==> src/rtl/jtag_ram_arbiter.sv <==
// Arbiter sharing one single-port RAM between a JTAG write buffer, a JTAG
// read-address prefetcher and a req/gnt user port, all clocked by tck.
`timescale 1ns/1ps

module jtag_ram_arbiter #(
    parameter int DR_LENGTH  = 32,
    parameter int ADDR_WIDTH = 10
) (
    input  logic                  tck,
    input  logic                  reset_n,
    input  logic                  jtag_wr_strobe,
    input  logic [DR_LENGTH-1:0]  jtag_waddr,
    input  logic [DR_LENGTH-1:0]  jtag_wdata,
    input  logic [DR_LENGTH-1:0]  jtag_raddr,
    output logic [DR_LENGTH-1:0]  jtag_rdata,
    output logic                  jtag_rdata_valid,
    input  logic                  usr_req,
    input  logic                  usr_we,
    input  logic [ADDR_WIDTH-1:0] usr_addr,
    input  logic [DR_LENGTH-1:0]  usr_wdata,
    output logic                  usr_gnt,
    output logic                  usr_rvalid,
    output logic [DR_LENGTH-1:0]  usr_rdata,
    output logic [ADDR_WIDTH-1:0] ram_addr,
    output logic                  ram_we,
    output logic [DR_LENGTH-1:0]  ram_wdata,
    input  logic [DR_LENGTH-1:0]  ram_rdata
);

    typedef enum logic [1:0] {
        SLOT_IDLE = 2'd0,
        SLOT_JW   = 2'd1,
        SLOT_JR   = 2'd2,
        SLOT_USR  = 2'd3
    } slot_e;

    slot_e                 slot_s;
    logic                  compete_s;
    logic                  jr_need_s;
    logic                  hit_fetch_s;
    logic                  discard_s;
    logic [ADDR_WIDTH-1:0] raddr_lo_s;
    logic [ADDR_WIDTH-1:0] ram_addr_s;
    logic                  ram_we_s;
    logic [DR_LENGTH-1:0]  ram_wdata_s;

    logic                  wbuf_full_r;
    logic [ADDR_WIDTH-1:0] wbuf_addr_r;
    logic [DR_LENGTH-1:0]  wbuf_data_r;
    logic [ADDR_WIDTH-1:0] fetch_addr_r;
    logic                  fetch_valid_r;
    logic                  inflight_r;
    logic [ADDR_WIDTH-1:0] inflight_addr_r;
    logic [DR_LENGTH-1:0]  jtag_rdata_r;
    logic                  last_user_r;
    logic                  usr_rd_pend_r;
    logic                  usr_rvalid_r;
    logic [DR_LENGTH-1:0]  usr_rdata_r;
    logic [ADDR_WIDTH-1:0] ram_addr_hold_r;

    // Address bits above the RAM depth are deliberately ignored (wrap-around).
    logic unused_bits_s;
    assign unused_bits_s = ^{jtag_raddr[DR_LENGTH-1:ADDR_WIDTH], jtag_waddr[DR_LENGTH-1:ADDR_WIDTH]};

    assign raddr_lo_s = jtag_raddr[ADDR_WIDTH-1:0];
    assign jr_need_s  = !inflight_r && (!fetch_valid_r || (fetch_addr_r != raddr_lo_s));

    // Slot arbitration: buffered write first, then round-robin JR vs user.
    always_comb begin
        slot_s    = SLOT_IDLE;
        compete_s = 1'b0;
        if (!reset_n) begin
            slot_s = SLOT_IDLE;
        end else if (wbuf_full_r) begin
            slot_s = SLOT_JW;
        end else if (jr_need_s && usr_req) begin
            compete_s = 1'b1;
            slot_s    = last_user_r ? SLOT_JR : SLOT_USR;
        end else if (jr_need_s) begin
            slot_s = SLOT_JR;
        end else if (usr_req) begin
            slot_s = SLOT_USR;
        end else begin
            slot_s = SLOT_IDLE;
        end
    end

    // RAM command mux; an idle slot keeps the previous address on the bus.
    always_comb begin
        ram_addr_s  = ram_addr_hold_r;
        ram_we_s    = 1'b0;
        ram_wdata_s = wbuf_data_r;
        case (slot_s)
            SLOT_JW: begin
                ram_addr_s  = wbuf_addr_r;
                ram_we_s    = 1'b1;
                ram_wdata_s = wbuf_data_r;
            end
            SLOT_JR: begin
                ram_addr_s = raddr_lo_s;
            end
            SLOT_USR: begin
                ram_addr_s  = usr_addr;
                ram_we_s    = usr_we;
                ram_wdata_s = usr_wdata;
            end
            default: begin
                ram_addr_s = ram_addr_hold_r;
            end
        endcase
    end

    // A write to the cached or in-flight address invalidates prefetched data.
    assign hit_fetch_s = ram_we_s && fetch_valid_r && (ram_addr_s == fetch_addr_r);
    assign discard_s   = ram_we_s && inflight_r && (ram_addr_s == inflight_addr_r);

    // One-entry JTAG write buffer; a new strobe wins over a same-cycle drain.
    always_ff @(posedge tck or negedge reset_n) begin
        if (!reset_n) begin
            wbuf_full_r <= 1'b0;
            wbuf_addr_r <= '0;
            wbuf_data_r <= '0;
        end else if (jtag_wr_strobe) begin
            wbuf_full_r <= 1'b1;
            wbuf_addr_r <= jtag_waddr[ADDR_WIDTH-1:0];
            wbuf_data_r <= jtag_wdata;
        end else if (slot_s == SLOT_JW) begin
            wbuf_full_r <= 1'b0;
        end else begin
            wbuf_full_r <= wbuf_full_r;
        end
    end

    // Prefetch tracking: returning JR data is captured unless a write raced it.
    always_ff @(posedge tck or negedge reset_n) begin
        if (!reset_n) begin
            inflight_r      <= 1'b0;
            inflight_addr_r <= '0;
            fetch_valid_r   <= 1'b0;
            fetch_addr_r    <= '0;
            jtag_rdata_r    <= '0;
        end else begin
            inflight_r <= (slot_s == SLOT_JR);
            if (slot_s == SLOT_JR) begin
                inflight_addr_r <= raddr_lo_s;
            end
            if (inflight_r && !discard_s) begin
                fetch_valid_r <= 1'b1;
                fetch_addr_r  <= inflight_addr_r;
                jtag_rdata_r  <= ram_rdata;
            end else if (hit_fetch_s) begin
                fetch_valid_r <= 1'b0;
            end else begin
                fetch_valid_r <= fetch_valid_r;
            end
        end
    end

    // Round-robin flag moves only when JR and user actually contend.
    always_ff @(posedge tck or negedge reset_n) begin
        if (!reset_n) begin
            last_user_r <= 1'b0;
        end else if (compete_s) begin
            last_user_r <= (slot_s == SLOT_USR);
        end else begin
            last_user_r <= last_user_r;
        end
    end

    // User read return pipeline: data is taken one cycle after the grant.
    always_ff @(posedge tck or negedge reset_n) begin
        if (!reset_n) begin
            usr_rd_pend_r <= 1'b0;
            usr_rvalid_r  <= 1'b0;
            usr_rdata_r   <= '0;
        end else begin
            usr_rd_pend_r <= (slot_s == SLOT_USR) && !usr_we;
            usr_rvalid_r  <= usr_rd_pend_r;
            if (usr_rd_pend_r) begin
                usr_rdata_r <= ram_rdata;
            end
        end
    end

    // Remember the last issued address for idle cycles.
    always_ff @(posedge tck or negedge reset_n) begin
        if (!reset_n) begin
            ram_addr_hold_r <= '0;
        end else if (slot_s != SLOT_IDLE) begin
            ram_addr_hold_r <= ram_addr_s;
        end else begin
            ram_addr_hold_r <= ram_addr_hold_r;
        end
    end

    assign ram_addr         = ram_addr_s;
    assign ram_we           = ram_we_s;
    assign ram_wdata        = ram_wdata_s;
    assign usr_gnt          = (slot_s == SLOT_USR);
    assign usr_rvalid       = usr_rvalid_r;
    assign usr_rdata        = usr_rdata_r;
    assign jtag_rdata       = jtag_rdata_r;
    assign jtag_rdata_valid = fetch_valid_r && (fetch_addr_r == raddr_lo_s);

endmodule

==> config.mk <==
export PLATFORM = sky130hd
export DESIGN_NAME = jtag_ram_arbiter
export DESIGN_NICKNAME = d
export VERILOG_FILES = /design/src/rtl/jtag_ram_arbiter.sv
export SDC_FILE = /design/constraint.sdc
export NUM_CORES = 1
export LEC_CHECK = 0
export ABC_AREA = 1
export CAP_MARGIN = 20
export CORE_AREA = 5 5 115 117
export CTS_CLUSTER_DIAMETER = 100
export DETAILED_ROUTE_END_ITERATION = 12
export DIE_AREA = 0 0 120 122
export DONT_BUFFER_PORTS = 1
export PLACE_DENSITY = 0.85
export SETUP_SLACK_MARGIN = 0.2
export SLEW_MARGIN = 30
export SYNTH_ARGS = -nofsm -noshare
export SYNTH_HDL_FRONTEND = slang
export SYNTH_SLANG_ARGS = --single-unit
==> constraint.sdc <==
create_clock -name tck -period 2.3 [get_ports tck]
set_clock_uncertainty 0.1 [all_clocks]
set_input_delay 0.345 -clock tck [delete_from_list [all_inputs] [get_ports tck]]
set_output_delay 0.345 -clock tck [all_outputs]
set_load 0.005 [all_outputs]
==> results of run 1 <==
-- synthesized netlist by cell type (4+ instances only) --
cell type  count  share of area
buf_1         10         0.0056
buf_2          4         0.0030
buf_6          7          0.012
clkbuf_1      17         0.0094
dfrtp_1      142           0.53
inv_1         97          0.054
inv_2          5         0.0028
mux2_2        32          0.053
nand2_1      243           0.14
nand2_2        6         0.0056
nand3_1       63          0.047
nand3b_1       5         0.0056
nand4_1       12          0.011
nor2_1        31          0.017
nor2_2         4         0.0037
o21ai_0       91          0.067
or2_1          4         0.0037
or2_2          5         0.0046
-- cells in the final DEF (no fill, tap or decap), types with 11 or more instances in the layout --
master,synthesis,layout
inv_1,97,82
nand3_2,3,19
nor2_1,31,15
o21ai_2,0,21
inv_2,5,15
nand2_4,3,11
o21ai_4,0,16
nand4_1,12,12
buf_4,0,76
nand3_1,63,41
o21ai_1,3,11
nand2_1,243,207
clkbuf_16,0,26
nand2_2,6,33
dlygate4sd3_1,0,82
mux2_2,32,32
buf_6,7,48
dfrtp_1,142,141
o21ai_0,91,46
-- layer usage --
layer / global-route usage / vias up
met2: 0.5508 / 758
li1: - / 2976
met5: 0 / -
met3: 0.09656 / 239
met4: 0.1618 / 0
met1: 0.3821 / 3559
-- how the worst max path moves through the flow --
stage / from / end / slack, ns / cells past startpoint
6_report: fetch_addr_r[7] / fetch_addr_r[7] / -1.46 / 22
5_1_grt: fetch_addr_r[7] / fetch_addr_r[7] / -1.46 / 23
4_1_cts: fetch_addr_r[4] / ram_addr[7] / -0.65 / 17
3_5_place_dp: fetch_addr_r[3] / fetch_addr_r[8] / -0.59 / 21
3_3_place_gp: fetch_addr_r[3] / fetch_addr_r[8] / -0.53 / 18
2_1_floorplan: fetch_addr_r[3] / jtag_rdata[0] / -0.14 / 20
-- per-stage QoR --
step / utilization / area [um^2] / setup TNS [ns] / power (W) / hold WS [ns]
6_report: 0.8602 / 10550 / -104.06 / 0.008607 / -0.4883
5_1_grt: 0.8602 / 10550 / -106.19 / 0.008895 / -0.5104
4_1_cts: 0.7731 / 9479 / -51.11 / 0.007896 / -0.4932
3_5_place_dp: 0.6003 / 7360 / -30.49 / 0.004633 / -0.04704
3_3_place_gp: 0.6003 / 7360 / -26.69 / 0.004563 / -0.04714
2_1_floorplan: - / 6877 / -5.252 / 0.004137 / -0.05059
-- state kept, by name, summed over array words and instances (netlist names), 10 cells and up --
signal / flops
ram_addr_hold_r: 10
inflight_addr_r: 10
wbuf_data_r: 32
wbuf_addr_r: 10
fetch_addr_r: 10
jtag_rdata: 32
usr_rdata: 32
-- cells by family after synthesis --
logic type,count (synthesis),synth area share
buffers and inverters,142,0.08743
AND/OR/NAND/NOR,386,0.2521
multiplexers,32,0.05334
flip-flops,142,0.5260
XOR/XNOR,4,0.005187
AO/OA/AOI/OAI,98,0.07594
-- area by class of cell --
class                           instances  area (um^2)
Sequential cell                       142         3555
Multi-Input combinational cell        523         3362
Timing Repair Buffer                  228         2425
Fill cell                             492         1714
Clock buffer                           17        425.4
Inverter                              104        407.9
Tap cell                              150        187.7
Clock inverter                         15        183.9
-- where the power goes --
part / internal, W / leakage, nW / switching (W) / total (W)
logic: 0.00110 / 3.09 / 0.00122 / 0.00232
registers: 0.00297 / 1.74 / 0.000431 / 0.00340
clock network: 0.00172 / 0.291 / 0.00116 / 0.00288
-- worst reg2reg max path, cell delays in order, from the launching register on --
cell and delay (ns):
dfrtp_1 0.47, inv_2 0.09, nand2_2 0.11, nand2_2 0.08, nor2_4 0.14, nand2_2 0.08
nor2_2 0.11, nand2_2 0.09, nand3_2 0.14, nand2_2 0.10, nand2_4 0.13, buf_4 0.13
buf_4 0.09, nand4_1 0.10, nand3b_1 0.23, a21oi_1 0.15, nor2_1 0.34, nand2_2 0.14
nor2_4 0.21, nand2_8 0.15, nand2_8 0.21, nand2_1 0.11, nand2_1 0.17
-- what timing repair did --
item | in CTS | in global routing
endpoints found under the setup margin | 95 | 110
hold endpoints to repair | 256 | 144
hold buffers | 82 | 1
gates cloned | 3 | 13
setup buffers | 40 | 22
gates resized for setup | 87 | 169
pin swaps | 29 | 52
==> out/metrics.yaml, run 1 <==
outcome:
  status: "finished with violations"
  violations: "hold timing, setup timing"
synthesis:
  synth-seq-cells: 142
  synth_fp_nets: 979
  yosysWarnings: 0
  async_flop_share: 1.000
  synth_cell_types: 32
  yosysSeqAreaShare: 0.5260
  syn_inst: 804
  synthesis.area_um2: 6755
  yosys_most_used_dff: "dfrtp_1"
  syn_area_per_cell_um2: 8.402
  synth-edff-count: 0
placed_design:
  dp.cells: 986
  port_buffers: 0
  dp_hpwl_um: 12960
  gp_routability_congestion: 0.9634
  place_worst_setup_slack_ns: -0.5916
route:
  wl_met3_um: 3815
  postRouteAntennaNets: 0
  dr_wl_met2_um: 14520
  viasPerCell: 6.388
  drt-wirelength-per-cell_um: 26.17
  drtIter0Drc: 1282
  highest_layer: "met4"
  drc_errors: 0
  routed_wirelength_um: 30850
  vias: 7532
  drt-met1-wl_um: 10080
  firstDrtPassIters: 6
sta:
  whs_ns: -0.4883
  timing.final.ws_setup_ns: -1.462
  report.final.slew_viol_count: 0
  clock.fmax_mhz: 265.8
  setup_viol: 110
  rsz0062_at_grt: "true"
  finalHoldViolations: 143
  slew_headroom: 0.5320
  fin_crit_sh: 1.636
  tightestPinTransition_ns: 0.7019
  period_minus_slack_ns: 3.762
layout:
  final_cell_count_no_fill: 1179
  drive_gt1_frac: 0.3654
  diodes: 0
  fin_nets: 1191
  syn2layout_area_growth_pct: 56.12
critical_path:
  cp.arrival_ns: 3.99
  path_class: "register to register"
  critPathSlowestCell: "dfrtp_1"
  cp_num_buf_inv: 3
  start_kind: "register"
  r2r_start: "fetch_addr_r[7]"
  crit_fanout: 21
  path_cells: "inv_2 -> nand2_2 -> nand2_2 -> nor2_4 -> nand2_2 -> nor2_2 -> nand2_2 -> nand3_2 -> nand2_2 -> nand2_4 -> buf_4 -> buf_4 -> nand4_1 -> nand3b_1 -> a21oi_1 -> nor2_1 -> nand2_2 -> nor2_4 -> nand2_8 -> nand2_8 -> nand2_1 -> nand2_1"
  critPathRequiredTime_ns: 2.53
  crit_family: "simple AND/OR/NAND/NOR gates"
  critical_path.max_stage_delay_ns: 0.47
  cp-end-kind: "register"
  ff2ff_setup_slack_ns: -1.46
  reg2reg_depth: 22
  rr_endpoint: "fetch_addr_r[7]"
  cp_common_cell: "nand2_2"
die:
  fp.dieH_um: 122
  dieArea_um2: 14640
  initial_utilization: 0.5510
  std_cell_rows: 41
  coreArea_um2: 12260
  die_w_um: 120
  ios: 285
hold_path:
  hold_class: "input port to asynchronous set/reset pin"
global_routing:
  grt_pass1_vias: 6873
  grt_overflow: 0
  grt_max_degree: 157
  grt_pass1_wl_um: 37000
  grt_usage: 0.3266
  antenna_found_initial: 0
clock_tree:
  numCtsBuffers: 17
  cts_tree: "built"
  h-tree-depth: 4
  insertion_delay_ns: 0.43
  cts_root_buffer: "clkbuf_16"
  clkSinkCount: 142
  clk_pin_slew_ns: 0.06
  clockBufferDepth: 2
pwr:
  p_per_area_nw_per_um2: 816.1
  vdd_drop_max_mv: 0.7184
  p_leak_nw: 5.118
run:
  maxCapViolations: 0
No activity file was read; power rests on OpenSTA's default activity.
==> run 2: changes to the inputs <==
--- a/constraint.sdc
+++ b/constraint.sdc
@@ -4,2 +4,2 @@
 set_output_delay 0.345 -clock tck [all_outputs]
-set_load 0.005 [all_outputs]
+set_load 0.1 [all_outputs]
==> run 2 against run 1 <==
The flow now stops in global routing (5_1_grt). Area after synthesis unchanged. Synthesized cell count stayed put.
==> out/metrics.yaml, run 2 <==
synthesis:
  synth_fp_nets: 979  # unchanged
  yosysWarnings: 0  # unchanged
  synth_area_leaders: "dfrtp_1 (53%), nand2_1 (14%), o21ai_0 (6.7%)"  # unchanged
  syn_inst: 804  # unchanged
  synthesis.area_um2: 6755  # unchanged
  yosys_most_used_dff: "dfrtp_1"  # unchanged
  async_flop_share: 1.000  # unchanged
  synth.most_common_cell: "nand2_1"  # unchanged
  synth-seq-cells: 142  # unchanged
  synth_largest_area_cell: "dfrtp_1"  # unchanged
  yosysSeqAreaShare: 0.5260  # unchanged
  synth-edff-count: 0  # unchanged
  yosys-top-cells-count: "nand2_1 (243), dfrtp_1 (142), inv_1 (97)"  # unchanged
  yosysTopAreaCellShare: 0.5260  # unchanged
  syn_area_per_cell_um2: 8.402  # unchanged
  synth_cell_types: 32  # unchanged
clock_tree:
  cts_root_buffer: "clkbuf_16"  # unchanged
  clockBufferDepth: 2  # unchanged
  clkSinkCount: 142  # unchanged
  h-tree-depth: 4  # unchanged
  numCtsBuffers: 17  # unchanged
sta:
  worst-ep-kind: "register data pin"
  worst_endpoint: "jtag_rdata[4]$_DFFE_PN0P_/D"
die:
  fp.dieH_um: 122  # unchanged
  ios: 285  # unchanged
  std_cell_rows: 41  # unchanged
  die_w_um: 120  # unchanged
  initial_utilization: 0.5510  # unchanged
placed_design:
  gp_routability_congestion: 1.002  # was 0.9634
  place_worst_setup_slack_ns: -0.6128  # was -0.5916 ns
  port_buffers: 0  # unchanged
  dp_hpwl_um: 14870  # was 12960 um
global_routing:
  grt_max_degree: 157
outcome:
  stop_stage: "global routing (5_1_grt)"
  status: "aborted with a tool error"  # was finished with violations
  error: "[ERROR DPL-0038] Utilization greater than 100%, impossible to legalize"
run 2: kinds of logic after synthesis:
kind of cell              after synthesis  synth area share
DFF                                   142            0.5260
muxes                                  32           0.05334
and+or+nand+nor                       386            0.2521
xor gates and xnor gates                4          0.005187
buffers and inverters                 142           0.08743
AOI/OAI and AO/OA                      98           0.07594
run 2: repair_timing:
action / 4_1_cts
cloned: 15
resized for setup: 186
buffers inserted: 39
hold endpoints to repair: 251
endpoints found under the setup margin: 97
hold buffers: 78
pin swaps: 63
run 2: metrics by stage:
step | hold slack [ns] | area, um^2 | std cells
after global placement | -0.04787 | 8782 | 1056
after floorplan | -0.05059 | 7341 | 804
after detailed placement | -0.04796 | 8782 | 1056
after CTS | -0.5003 | 11510 | 1220
==> run 3: changes to the inputs <==
- CORE_AREA: 5 5 115 117 -> 5 5 136 138
- CTS_CLUSTER_DIAMETER: 100 -> default
- DIE_AREA: 0 0 120 122 -> 0 0 141 143
- PLACE_DENSITY: 0.85 -> default
- PLACE_DENSITY_LB_ADDON: default -> 0.15
- SETUP_SLACK_MARGIN: 0.2 -> default
- clock period: 2.3 -> 2.99 ns (I/O delays scaled with it)
==> run 3 against run 2 <==
The flow now finishes, with violations (hold timing, setup timing).
==> out/metrics.yaml, run 3 (synthesized netlist as in run 1, its figures left out) <==
outcome:
  status: "finished with violations"  # was aborted with a tool error
  violations: "hold timing, setup timing"
pwr:
  internal-power_w: 0.004447
  vdd_drop_max_mv: 0.4353
  p_seq_frac: 0.495
  sw_frac_of_total: 0.4680
  p_clk_frac: 0.272
  p_per_area_nw_per_um2: 843.6
  p_leak_nw: 4.806
  p_sw_w: 0.003913
  comb_power_share: 0.232
hold_path:
  hold_class: "input port to asynchronous set/reset pin"
clock_tree:
  clockBufferDepth: 2  # unchanged
  clkSinkCount: 142  # unchanged
  h-tree-depth: 4  # unchanged
  numCtsBuffers: 17  # unchanged
  cts_tree: "built"
  clk_pin_slew_ns: 0.07
  cts_root_buffer: "clkbuf_16"  # unchanged
  holdBufCountCts: 1  # was 78
  insertion_delay_ns: 0.41
die:
  initial_utilization: 0.3961  # was 0.5510
  dieArea_um2: 20160
  die_w_um: 141  # was 120 um
  fp.dieH_um: 143  # was 122 um
  std_cell_rows: 48  # was 41
  ios: 285  # unchanged
  coreArea_um2: 17060
sta:
  report.final.slew_viol_count: 0
  whs_ns: -0.3719
  finalHoldViolations: 142
  period_minus_slack_ns: 3.109
  slew_headroom: 0.3691
  clock.fmax_mhz: 321.7
  setup_viol: 51
  timing.final.ws_setup_ns: -0.1189
  rsz0062_at_grt: "true"
  fin_crit_sh: 1.040
  tightestPinTransition_ns: 0.9463
global_routing:
  grt_usage: 0.2030
  grt_pass1_vias: 5861
  grt_overflow: 0
  grt_max_degree: 157
  antenna_found_initial: 0
  grt_pass1_wl_um: 32320
placed_design:
  place_worst_setup_slack_ns: -0.05756  # was -0.6128 ns
  dp_hpwl_um: 14010  # was 14870 um
  port_buffers: 0  # unchanged
  gp_routability_congestion: 0.9392  # was 1.002
  dpl_cell_area_um2: 8190  # was 8782 um^2
critical_path:
  cp.arrival_ns: 2.56
  crit_family: "simple AND/OR/NAND/NOR gates"
  critical_path.max_stage_delay_ns: 0.37
  critPathRequiredTime_ns: 2.44
  r2r_start: "fetch_addr_r[3]"
  path_class: "register to primary output"
  path_depth: 14
  start_kind: "register"
  setup.worst_path.start: "fetch_addr_r[3]"
  crit_fanout: 16
  path_cells: "inv_2 -> or2_4 -> nand3_2 -> nor2_2 -> nand2_2 -> nand3_2 -> nand2_2 -> nand2_4 -> nand3_4 -> clkinv_8 -> buf_16 -> buf_8 -> o21ai_4 -> buf_12"
  critPathSlowestCell: "dfrtp_1"
  cp_num_buf_inv: 5
  cp-end-kind: "primary output"
  reg2reg_depth: 21
layout:
  diodes: 0
  drive_gt1_frac: 0.3257
  final_cell_mix: "nand2_1 (212), dfrtp_1 (139), inv_1 (89)"
  stdcell_area_um2: 9911
  final_common_cell: "nand2_1"
  fin_nets: 1074
  syn2layout_area_growth_pct: 46.71
route:
  viasPerCell: 5.139
  postRouteAntennaNets: 0
  vias: 5843
  drt-wirelength-per-cell_um: 19.44
  drtIter0Drc: 309
  routed_wirelength_um: 22100
  firstDrtPassIters: 5
  drc_errors: 0
run:
  maxCapViolations: 0
run 3: through the flow:
step | util | setup TNS (ns) | cells | power, W | hold slack, ns
CTS | 0.5437 | -2.308 | 1109 | 0.008273 | -0.3871
global placement | 0.4802 | 0 | 1060 | 0.005831 | 0.05683
finish | 0.5811 | -2.997 | 1137 | 0.008360 | -0.3719
floorplan | - | -5.201 | 804 | 0.005300 | 0.05291
global route | 0.5811 | -15.16 | 1137 | 0.008700 | -0.3940
detailed placement | 0.4802 | -0.6841 | 1060 | 0.005873 | 0.05689
run 3: power groups by stage:
stage / clock network, W / registers [W] / logic [W]
after floorplan: 0 / 0.00409 / 0.00121
after global placement: 0 / 0.00417 / 0.00166
after detailed placement: 0 / 0.00418 / 0.00169
after CTS: 0.00233 / 0.00414 / 0.00180
after global routing: 0.00243 / 0.00418 / 0.00208
final: 0.00228 / 0.00414 / 0.00194
run 3: worst paths after layout:
check	endpoint	slack, ns
worst max-delay path	ram_wdata[27]	-0.12
max in group asynchronous	fetch_addr_r[4]	2.90
min in group tck	wbuf_data_r[14]	0.05
worst min register to register	fetch_valid_r	0.38
worst max register to register	jtag_rdata[9]	-0.02
worst min-delay path	jtag_rdata[11]	-0.37
run 3: layout make-up:
class | instances | area (um^2)
Fill cell | 1464 | 7146
Sequential cell | 142 | 3557
Multi-Input combinational cell | 525 | 3343
Timing Repair Buffer | 109 | 1668
Clock buffer | 18 | 429.2
Inverter | 104 | 425.4
Tap cell | 225 | 281.5
Clock inverter | 14 | 206.4
run 3: worst register-to-register path, delay by kind of cell, from the launching register on:
kind                   cells  cell delay, ns
DFF                        1            0.37
buffers and inverters      4            0.61
and+or+nand+nor           16            1.68
AOI/OAI and AO/OA          1            0.12
run 3: layer usage:
metal  vias up  GRT usage  wire, um  share of wire
met4         0    0.07700       694          0.031
met3        38    0.06932      2150          0.097
li1       2740          -         -              -
met1      2823     0.2427      8214           0.37
met2       242     0.3405     11040           0.50
met5         -          0         0              0
run 3: what timing repair did:
action | CTS | global route
pin swaps | 12 | 25
gates cloned | 7 | 12
setup buffers | 11 | 17
gates resized for setup | 62 | 76
setup endpoints to repair | 86 | 86
hold endpoints to repair | 143 | 142
==> run 4: changes to the inputs <==
- CORE_AREA: 5 5 136 138 -> 2 2 110 165
- DIE_AREA: 0 0 141 143 -> 0 0 112 167
==> run 4 against run 3 <==
The flow still finishes with violations (hold timing, setup timing). Critical endpoint is now ram_addr[6]. Die area fell by 7.2%. Sequential power about the same. Largest cell class unchanged. Count of clock-buffer cells in the layout shrank 1. Critical path depth is 4 higher. Largest power group unchanged.
==> out/metrics.yaml, run 4 (synthesized netlist as in run 1, its figures left out) <==
outcome:
  status: "finished with violations"  # unchanged
  violations: "hold timing, setup timing"  # unchanged
global_routing:
  grt_max_degree: 157  # unchanged
  antenna_found_initial: 0  # unchanged
  grt_pass1_vias: 6136  # was 5861
  grt_usage: 0.2084  # was 0.2030
  grt_overflow: 0  # unchanged
  grt_pass1_wl_um: 31020  # was 32320 um
die:
  coreArea_um2: 17270  # was 17060 um^2
  fp.dieH_um: 167  # was 143 um
  die_w_um: 112  # was 141 um
  ios: 285  # unchanged
  initial_utilization: 0.3911  # was 0.3961
  std_cell_rows: 59  # was 48
  dieArea_um2: 18700  # was 20160 um^2
placed_design:
  dp.cells: 1055  # was 1060
  dp_hpwl_um: 12990  # was 14010 um
  port_buffers: 0  # unchanged
  dpl_cell_area_um2: 8278  # was 8190 um^2
  gp_routability_congestion: 0.8559  # was 0.9392
  place_worst_setup_slack_ns: -0.02168  # was -0.05756 ns
route:
  vias: 5820  # was 5843
  drc_errors: 0  # unchanged
  firstDrtPassIters: 4  # was 5
  viasPerCell: 5.101  # was 5.139
  drt-wirelength-per-cell_um: 17.98  # was 19.44 um
  postRouteAntennaNets: 0  # unchanged
  drtIter0Drc: 247  # was 309
  routed_wirelength_um: 20520  # was 22100 um
pwr:
  p_leak_nw: 4.855  # was 4.806 nW
  p_per_area_nw_per_um2: 820.3  # was 843.6 nW/um^2
  sw_frac_of_total: 0.4815  # was 0.4680
  p_sw_w: 0.003966  # was 0.003913 W
  internal-power_w: 0.004272  # was 0.004447 W
  total_power_w: 0.008238  # was 0.008360 W
  p_clk_frac: 0.252  # was 0.272
  vdd_drop_max_mv: 0.7935  # was 0.4353 mV
  p_seq_frac: 0.503  # was 0.495
  comb_power_share: 0.245  # was 0.232
clock_tree:
  cts_root_buffer: "clkbuf_16"  # unchanged
  clockBufferDepth: 2  # unchanged
  clk_pin_slew_ns: 0.07  # about the same
  clkSinkCount: 142  # unchanged
  insertion_delay_ns: 0.42  # was 0.41 ns
  h-tree-depth: 4  # unchanged
  numCtsBuffers: 17  # unchanged
  holdBufCountCts: 1  # unchanged
  cts_tree: "built"  # unchanged
sta:
  finalHoldViolations: 142  # unchanged
  slew_headroom: 0.3508  # was 0.3691
  fin_crit_sh: 1.047  # was 1.040
  report.final.slew_viol_count: 0  # unchanged
  setup_viol: 85  # was 51
  period_minus_slack_ns: 3.131  # was 3.109 ns
  tightestPinTransition_ns: 0.9738  # was 0.9463 ns
  rsz0062_at_grt: "true"  # unchanged
  clock.fmax_mhz: 319.4  # was 321.7 MHz
  timing.final.ws_setup_ns: -0.1412  # was -0.1189 ns
  whs_ns: -0.3805  # was -0.3719 ns
critical_path:
  path_class: "register to primary output"  # unchanged
  setup.worst_path.start: "fetch_addr_r[7]"  # was fetch_addr_r[3]
  ff2ff_setup_slack_ns: -0.10  # was -0.02 ns
  critPathRequiredTime_ns: 2.44  # about the same
  start_kind: "register"  # unchanged
  worstSetupEndpoint: "ram_addr[6]"  # was ram_wdata[27]
  rr_endpoint: "jtag_rdata[24]"  # was jtag_rdata[9]
  cp.arrival_ns: 2.58  # was 2.56 ns
  r2r_start: "fetch_addr_r[7]"  # was fetch_addr_r[3]
  cp-end-kind: "primary output"  # unchanged
  reg2reg_depth: 26  # was 21
  crit_fanout: 5  # was 16
layout:
  stdcell_area_um2: 10040  # was 9911 um^2
  syn2layout_area_growth_pct: 48.66  # was 46.71%
  drive_gt1_frac: 0.3621  # was 0.3257
  final_cell_mix: "nand2_1 (194), dfrtp_1 (142), inv_1 (88)"  # was nand2_1 (212), dfrtp_1 (139), inv_1 (89)
  final_common_cell: "nand2_1"  # unchanged
  nFillCells: 1497  # was 1464
  final_cell_count_no_fill: 1141  # was 1137
  diodes: 0  # unchanged
  fin_nets: 1090  # was 1074
hold_path:
  hold_class: "input port to asynchronous set/reset pin"  # unchanged
run:
  maxCapViolations: 0  # unchanged
-- run 4: final cells by class --
cell class,count,area (um^2),area share
sequential,142,3553,0.3539
inverter,104,427.9,0.04261
timing repair buffer,130,1858,0.1850
multi-input combinational,520,3361,0.3347
clock buffer,17,425.4,0.04236
clock inverter,15,150.1,0.01495
tap,213,266.5,0.02654
-- run 4: repair_timing --
action | in CTS | in global routing
setup buffers | 34 | 17
cloned | 3 | 5
resized for setup | 69 | 100
hold endpoints to repair | 143 | 142
pin swaps | 23 | 66
endpoints found under the setup margin | 43 | 87
-- run 4: power by group through the flow --
stage               clock [W]  combinational (W)  sequential, W
floorplan                   0            0.00121        0.00409
global placement            0            0.00167        0.00415
detailed placement          0            0.00170        0.00416
CTS                   0.00212            0.00186        0.00413
global route          0.00222            0.00216        0.00419
finish                0.00207            0.00202        0.00415
-- run 4: metrics by stage --
stage / util / setup TNS, ns
6_report: 0.5813 / -6.937
5_1_grt: 0.5813 / -21.16
4_1_cts: 0.5469 / -1.515
3_5_place_dp: 0.4792 / -0.3606
3_3_place_gp: 0.4792 / -0.8538
2_1_floorplan: - / -5.201
-- run 4: layer usage --
metal | track usage | routed length, um | vias up | share of wire
met3 | 0.06332 | 1558 | 26 | 0.076
met2 | 0.3755 | 10930 | 212 | 0.53
met1 | 0.2295 | 7628 | 2818 | 0.37
li1 | - | - | 2764 | -
met4 | 0.07741 | 400 | 0 | 0.019
met5 | 0 | 0 | - | 0
-- run 4: how the worst min path moves through the flow --
stage                       start               to  slack [ns]  cells past startpoint
after global routing      reset_n    usr_rdata[15]       -0.41                      0
final                     reset_n    usr_rdata[15]       -0.38                      0
after CTS                 reset_n   jtag_rdata[15]       -0.40                      0
after global placement    reset_n    usr_rdata[15]        0.06                      0
after detailed placement  reset_n   jtag_rdata[15]        0.06                      0
after floorplan           reset_n  fetch_addr_r[0]        0.05                      0
-- run 4: critical path, stage by stage, from the launching register on --
cell	delay, ns
dfrtp_1	0.42
inv_2	0.06
nand2_2	0.08
nand2_1	0.05
nor2_1	0.09
nand2_1	0.07
nor2_1	0.12
nand2_2	0.12
nand3_2	0.09
nand2_2	0.07
nand2_4	0.12
nand2_8	0.09
buf_4	0.15
buf_4	0.13
o21ai_2	0.07
nand3_2	0.12
nand2_2	0.10
inv_2	0.05
buf_12	0.16
